## src/rtl/biriscv_mul_track_pkg.sv

```systemverilog
// Shared RV32M multiply decode definitions and helpers for the multiply tracker.
// Provides the MUL/MULH/MULHSU/MULHU match values, the funct7/funct3/opcode mask,
// and a decode helper used by the tracker top.
package biriscv_mul_track_pkg;

    typedef logic [4:0] rd_idx_t;

    localparam logic [31:0] INST_MUL_MASK = 32'hFE00707F;
    localparam logic [31:0] INST_MUL      = 32'h02000033;
    localparam logic [31:0] INST_MULH     = 32'h02001033;
    localparam logic [31:0] INST_MULHSU   = 32'h02002033;
    localparam logic [31:0] INST_MULHU    = 32'h02003033;

    // True when the instruction word is one of the four multiply variants.
    function automatic logic is_mul_inst(input logic [31:0] op);
        logic [31:0] masked;
        masked = op & INST_MUL_MASK;
        return (masked == INST_MUL)   || (masked == INST_MULH) ||
               (masked == INST_MULHSU) || (masked == INST_MULHU);
    endfunction

endpackage

```

## src/rtl/biriscv_mul_track_stage.sv

```systemverilog
// One shadow-pipeline stage: a valid bit plus destination index.
// Ports: clk_i/rst_i (sync active-high), hold_i freezes the stage, kill_i drops
// the incoming op, valid_i/rd_i next-stage input, valid_o/rd_o registered state.
module biriscv_mul_track_stage
    import biriscv_mul_track_pkg::*;
(
    input  logic    clk_i,
    input  logic    rst_i,
    input  logic    hold_i,
    input  logic    kill_i,
    input  logic    valid_i,
    input  rd_idx_t rd_i,
    output logic    valid_o,
    output rd_idx_t rd_o
);

    logic    valid_d, valid_q;
    rd_idx_t rd_d, rd_q;

    always_comb begin
        valid_d = valid_q;
        rd_d    = rd_q;
        // Hold freezes the stage exactly like the multiplier's own registers,
        // which is also why a kill arriving during hold is ignored.
        if (!hold_i) begin
            valid_d = valid_i & ~kill_i;
            rd_d    = rd_i;
        end
    end

    always_ff @(posedge clk_i) begin
        if (rst_i) begin
            valid_q <= 1'b0;
        end else begin
            valid_q <= valid_d;
        end
    end

    // rd is always qualified by valid downstream, so it carries no reset.
    always_ff @(posedge clk_i) begin
        rd_q <= rd_d;
    end

    assign valid_o = valid_q;
    assign rd_o    = rd_q;

endmodule

```

## src/rtl/biriscv_mul_track.sv

```systemverilog
// Tracks in-flight multiplies alongside the multiplier pipeline: shadows valid/rd
// for stages e1..eMULT_STAGES, produces the writeback strobe/index, a busy-register
// bitmap and a RAW hazard flag for the issuing instruction.
// Ports: clk_i, rst_i (sync active-high), opcode_* issue slot, hold_i, flush_i,
// mul_result_i; outputs wb_valid_o/wb_rd_idx_o/wb_value_o, busy_rd_o, raw_hazard_o.
module biriscv_mul_track #(
    parameter int MULT_STAGES = 2
) (
    input  logic        clk_i,
    input  logic        rst_i,
    input  logic        opcode_valid_i,
    input  logic [31:0] opcode_opcode_i,
    input  logic [4:0]  opcode_rd_idx_i,
    input  logic [4:0]  opcode_ra_idx_i,
    input  logic [4:0]  opcode_rb_idx_i,
    input  logic        hold_i,
    input  logic        flush_i,
    input  logic [31:0] mul_result_i,
    output logic        wb_valid_o,
    output logic [4:0]  wb_rd_idx_o,
    output logic [31:0] wb_value_o,
    output logic [31:0] busy_rd_o,
    output logic        raw_hazard_o
);
    import biriscv_mul_track_pkg::*;

    logic                        mul_inst;
    logic                        issue;
    logic [MULT_STAGES-1:0]      in_valid;
    logic [MULT_STAGES-1:0]      kill;
    logic [MULT_STAGES-1:0][4:0] in_rd;
    logic [MULT_STAGES-1:0]      stg_valid;
    logic [MULT_STAGES-1:0][4:0] stg_rd;
    logic [31:0]                 busy;

    assign mul_inst = is_mul_inst(opcode_opcode_i);
    assign issue    = opcode_valid_i & mul_inst & ~hold_i & ~flush_i & ~raw_hazard_o;

    // Stage inputs: e1 takes the issue slot, later stages take their predecessor.
    // Flush kills the youngest in-flight op (the one in e1) as it would move to
    // e2, and blocks the new issue into e1; older stages are untouched.
    always_comb begin
        in_valid    = '0;
        in_rd       = '0;
        kill        = '0;
        in_valid[0] = issue;
        in_rd[0]    = opcode_rd_idx_i;
        for (int i = 1; i < MULT_STAGES; i++) begin
            in_valid[i] = stg_valid[i-1];
            in_rd[i]    = stg_rd[i-1];
        end
        kill[0] = flush_i;
        kill[1] = flush_i;
    end

    for (genvar g = 0; g < MULT_STAGES; g++) begin : g_stage
        biriscv_mul_track_stage u_stage (
            .clk_i   (clk_i),
            .rst_i   (rst_i),
            .hold_i  (hold_i),
            .kill_i  (kill[g]),
            .valid_i (in_valid[g]),
            .rd_i    (in_rd[g]),
            .valid_o (stg_valid[g]),
            .rd_o    (stg_rd[g])
        );
    end

    // The final stage is left out: the regfile bypass covers writeback there.
    // x0 is never marked busy.
    always_comb begin
        busy = '0;
        for (int i = 0; i < MULT_STAGES - 1; i++) begin
            if (stg_valid[i] && (stg_rd[i] != 5'd0)) begin
                busy[stg_rd[i]] = 1'b1;
            end
        end
    end

    assign busy_rd_o    = busy;
    assign raw_hazard_o = opcode_valid_i & (busy[opcode_ra_idx_i] | busy[opcode_rb_idx_i]);

    assign wb_valid_o  = stg_valid[MULT_STAGES-1] & ~hold_i;
    assign wb_rd_idx_o = stg_rd[MULT_STAGES-1];
    assign wb_value_o  = mul_result_i;

endmodule

```

## config.mk

```make
export PLATFORM = sky130hd
export DESIGN_NAME = biriscv_mul_track
export DESIGN_NICKNAME = d
export VERILOG_FILES = /design/src/rtl/biriscv_mul_track_pkg.sv /design/src/rtl/biriscv_mul_track_stage.sv /design/src/rtl/biriscv_mul_track.sv
export SDC_FILE = /design/constraint.sdc
export NUM_CORES = 1
export LEC_CHECK = 0
export CAP_MARGIN = 10
export CORE_MARGIN = 3
export CORE_UTILIZATION = 27
export CTS_CLUSTER_SIZE = 24
export DETAILED_ROUTE_END_ITERATION = 8
export PLACE_DENSITY_LB_ADDON = 0.05
export SLEW_MARGIN = 20
export SYNTH_ARGS = -nofsm -noshare
export SYNTH_HDL_FRONTEND = slang
export SYNTH_SLANG_ARGS = --single-unit
export TNS_END_PERCENT = 30
```

## constraint.sdc

```tcl
create_clock -name clk_i -period 5.8 [get_ports clk_i]
set_input_delay 1.16 -clock clk_i [delete_from_list [all_inputs] [get_ports clk_i]]
set_output_delay 1.16 -clock clk_i [all_outputs]
set_load 0.01 [all_outputs]
```

==> results by group <==
Clocking
  • # clock sinks: 12
  • Cts hold-fix bufs: 0
  • Post_cts resized: 0
  • Post-CTS Setup Bufs: 0
  • Total CTS buffers: 3
  • Clock Tree Root: clkbuf_8
  • Clk buf depth: 2
  • Clk_lat worst skew: 0.23 ns
  • H-tree levels: 1
  • Clock transition at the registers of the reported paths: approximately 0.050 ns
  • CTS tree: built

STA
  • Hold slack: approximately 0.53 ns
  • Crit path time final: 4.44 ns
  • Fin. max-slew vios: 0
  • Setup TNS Final: 0 ns
  • Final Hold Fails: 0
  • Final period util: ~77%
  • Setup Viol. Count Final: 0
  • F_max: 225 MHz
  • Unrepaired setup endpoints after global routing: no
  • Max Clock Skew: between 0.0009 and 0.001 ns

Global route
  • Largest net degree at the start of global routing: 15
  • Vias in the first global route: 1,047
  • First-pass GRT wire length: just under 5 mm
  • GRT overflow: 0
  • Initial antenna violation count: 0
  • Gr usage total: a little under an eighth

Finish
  • ANT cells: 0
  • Nets@finish: 267
  • Design area: roughly 1700 sq um
  • Fillers: approximately 410
  • Final non-filler cell total: 232
  • Fraction of layout cells with a size suffix above 1: between 4 and 5%
  • Area Overhead vs Synth: 45.3%

Routing
  • DRC Markers: 0
  • Routed Antenna Nets: 0
  • WL per Instance: 13.4 um
  • Final WL: 3.10 mm
  • First-pass DRT Iterations: 4
  • Via count: about 1,100
  • Vias per inst: ~4.7
  • DRT iter0 DRCs: between 40 and 50

Worst setup path
  • CP Data Required Time: 4.64 ns
  • Max stage delay on crit path: around 0.57 ns
  • Worst EP arrival: ~3.3 ns
  • Crit. End Element: primary output
  • CP delay by family, top: buffers and inverters
  • Critical path launch point: opcode_ra_idx_i[3]
  • CP Cell Sequence: clkdlybuf4s50_1 > xnor2_1 > a32oi_1 > o22ai_1 > or4_1 > and2_1 > clkdlybuf4s50_1
  • Kind of critical path: input port to primary output
  • Crit path max fanout: 3
  • Worst r2r path cells: 5
  • Worst flop-to-flop path endpoint: g_stage[0].u_stage.valid_o$_SDFFE_PP0N_
  • Startpoint Class: input port
  • Register-to-register setup slack: about 4.0 ns
  • Crit path top cell by count: clkdlybuf4s50_1
  • CP Buf/Inv Count: 2
  • Setup crit end: raw_hazard_o
  • Reg-to-reg startpoint: g_stage[0].u_stage.rd_o[3]$_DFFE_PN_
  • Critical Path Slowest Stage Cell: or4_1
  • Crit path depth: 7

Power
  • P per Cell Area: roughly 140 nW/um^2
  • Peak supply drop: 105 uV
  • Leakage power of the design: about 0.00053 uW
  • Overall Power: 238 uW

Die
  • Row cnt: 23
  • Die Area: 5140 sq um
  • Die width: between 70 and 80 um
  • I/O pins: roughly 160
  • Initial core utilization: 28.5%
  • Core Area: just over 4000 sq um
  • Die height: between 70 and 80 um

Placement
  • Routability congestion estimate: roughly 0.8
  • PortBufs: 72
  • DP HPWL: ~2.5 mm
  • Post-DP Area: roughly 1600 sq um
  • Placed Instances: roughly 230

Logic synthesis
  • Mean Syn Cell Area: between 8 and 9 sq um
  • Netlist cell types: 32
  • Syn_nets: 229
  • Seq/Total Area, Yosys: between 20% and 30%
  • Syn Inst Count: approximately 150
  • Synth top area share: between 20 and 30%
  • Largest cells by area after synthesis: edfxtp_1, buf_4, nor2_1, xnor2_1, nand3b_1
  • Cell Area, Synth: ~1200 sq um
  • Top cell type by total area after synthesis: edfxtp_1
  • Yosys reg bits: 12
  • YS warnings: 0

Min path
  • Tightest Hold Check Type: flip-flop to flip-flop

Job
  • Max-Cap Viols: 0

Run status
  • Status: complete, no violations
## cells in the final DEF (no fill, tap or decap)
cell	count
inv_1	1
a32oi_1	2
nand3_1	5
and2_1	1
nor2b_2	2
or3_2	1
or4_1	1
o22ai_1	1
nand2b_1	3
a211oi_1	1
nand4_2	1
nor2b_1	1
clkdlybuf4s50_1	72
o21ai_1	1
a31oi_1	1
clkinv_1	1
nand3b_1	7
nor2_1	36
a22oi_1	1
nand2_1	5
xnor2_1	8
or3b_2	1
dfxtp_1	2
conb_1	1
edfxtp_1	10
nor3_1	6
nor4_1	2
clkbuf_8	3
nor4bb_1	2
nand4_1	3
## synthesized netlist by cell type, drive strengths merged
| cell | n |
|---|---|
| a32oi | 2 |
| nor4 | 2 |
| or4 | 1 |
| conb | 1 |
| nor4bb | 2 |
| a31oi | 1 |
| nand2 | 5 |
| nor2b | 3 |
| xnor2 | 8 |
| nor2 | 36 |
| edfxtp | 10 |
| nand4 | 4 |
| nand3 | 5 |
| clkbuf | 2 |
| o22ai | 1 |
| a22oi | 1 |
| or3b | 1 |
| o21ai | 1 |
| nand2b | 3 |
| or3 | 1 |
| dfxtp | 2 |
| nor3 | 6 |
| nand3b | 7 |
| inv | 1 |
| and2 | 1 |
| a211oi | 1 |
| buf | 37 |
## worst reg2reg max path: stages (launching register included)
cell and delay (ns):
edfxtp_1 0.54, nor2b_2 0.25, a32oi_1 0.18, o22ai_1 0.09
or4_1 0.57, o21ai_1 0.15
## cell type report
type	count	area, sq um	area share [%]
clock buffer	3	41.3	2.44
clock inverter	1	3.75	0.222
inverter	1	3.75	0.222
multi-input combinational	93	522	30.8
sequential	12	340	20.1
tap	50	62.6	3.69
timing repair buffer	72	721	42.5
## routing by layer
metal / up-vias / track usage (%) / routed length [um]
met5: - / 0 / 0
met4: 0 / 3.55 / 34
li1: 529 / - / -
met1: 466 / 12.5 / 1210
met3: 10 / 4.91 / 401
met2: 83 / 20.0 / 1460
## stage by stage
step                setup slack, ns  util (%)
floorplan                      2.40         -
global placement               1.36      40.4
detailed placement             1.37      40.4
CTS                            1.35      41.5
global route                   1.27      41.5
finish                         1.36      41.5
## power breakdown
part           switching (uW)  internal, uW
Combinational            18.7          34.4
Clock                    27.9          46.4
Sequential               10.1           100
Total                    56.7           181
## cells by family (layout without fill, tap and decap cells)
logic type,after synthesis,in the layout,synth area share [%]
AOI/OAI and AO/OA,7,7,4.29
xor gates and xnor gates,8,8,6.01
DFF,12,12,29.2
buffers and inverters,40,77,26.1
and+or+nand+nor,77,77,34.1
other,1,1,0.322
## sequential cells by signal, indices dropped and copies added (netlist names)
register and cells:
g_stage.u_stage.rd_o 10, g_stage.u_stage.valid_o 2
## worst min-delay path by stage
stage	to	start	slack, ns	cells past startpoint
2_1_floorplan	g_stage[1].u_stage.rd_o[4]$_DFFE_PN_	g_stage[0].u_stage.rd_o[4]$_DFFE_PN_	0.42	0
3_3_place_gp	g_stage[1].u_stage.valid_o$_SDFFE_PP0N_	g_stage[1].u_stage.valid_o$_SDFFE_PP0N_	0.49	2
3_5_place_dp	g_stage[1].u_stage.valid_o$_SDFFE_PP0N_	g_stage[1].u_stage.valid_o$_SDFFE_PP0N_	0.50	2
4_1_cts	g_stage[1].u_stage.valid_o$_SDFFE_PP0N_	g_stage[1].u_stage.valid_o$_SDFFE_PP0N_	0.52	2
5_1_grt	g_stage[1].u_stage.valid_o$_SDFFE_PP0N_	g_stage[1].u_stage.valid_o$_SDFFE_PP0N_	0.53	2
6_report	g_stage[1].u_stage.valid_o$_SDFFE_PP0N_	g_stage[1].u_stage.valid_o$_SDFFE_PP0N_	0.53	2
(Power assumes the default switching activity.)
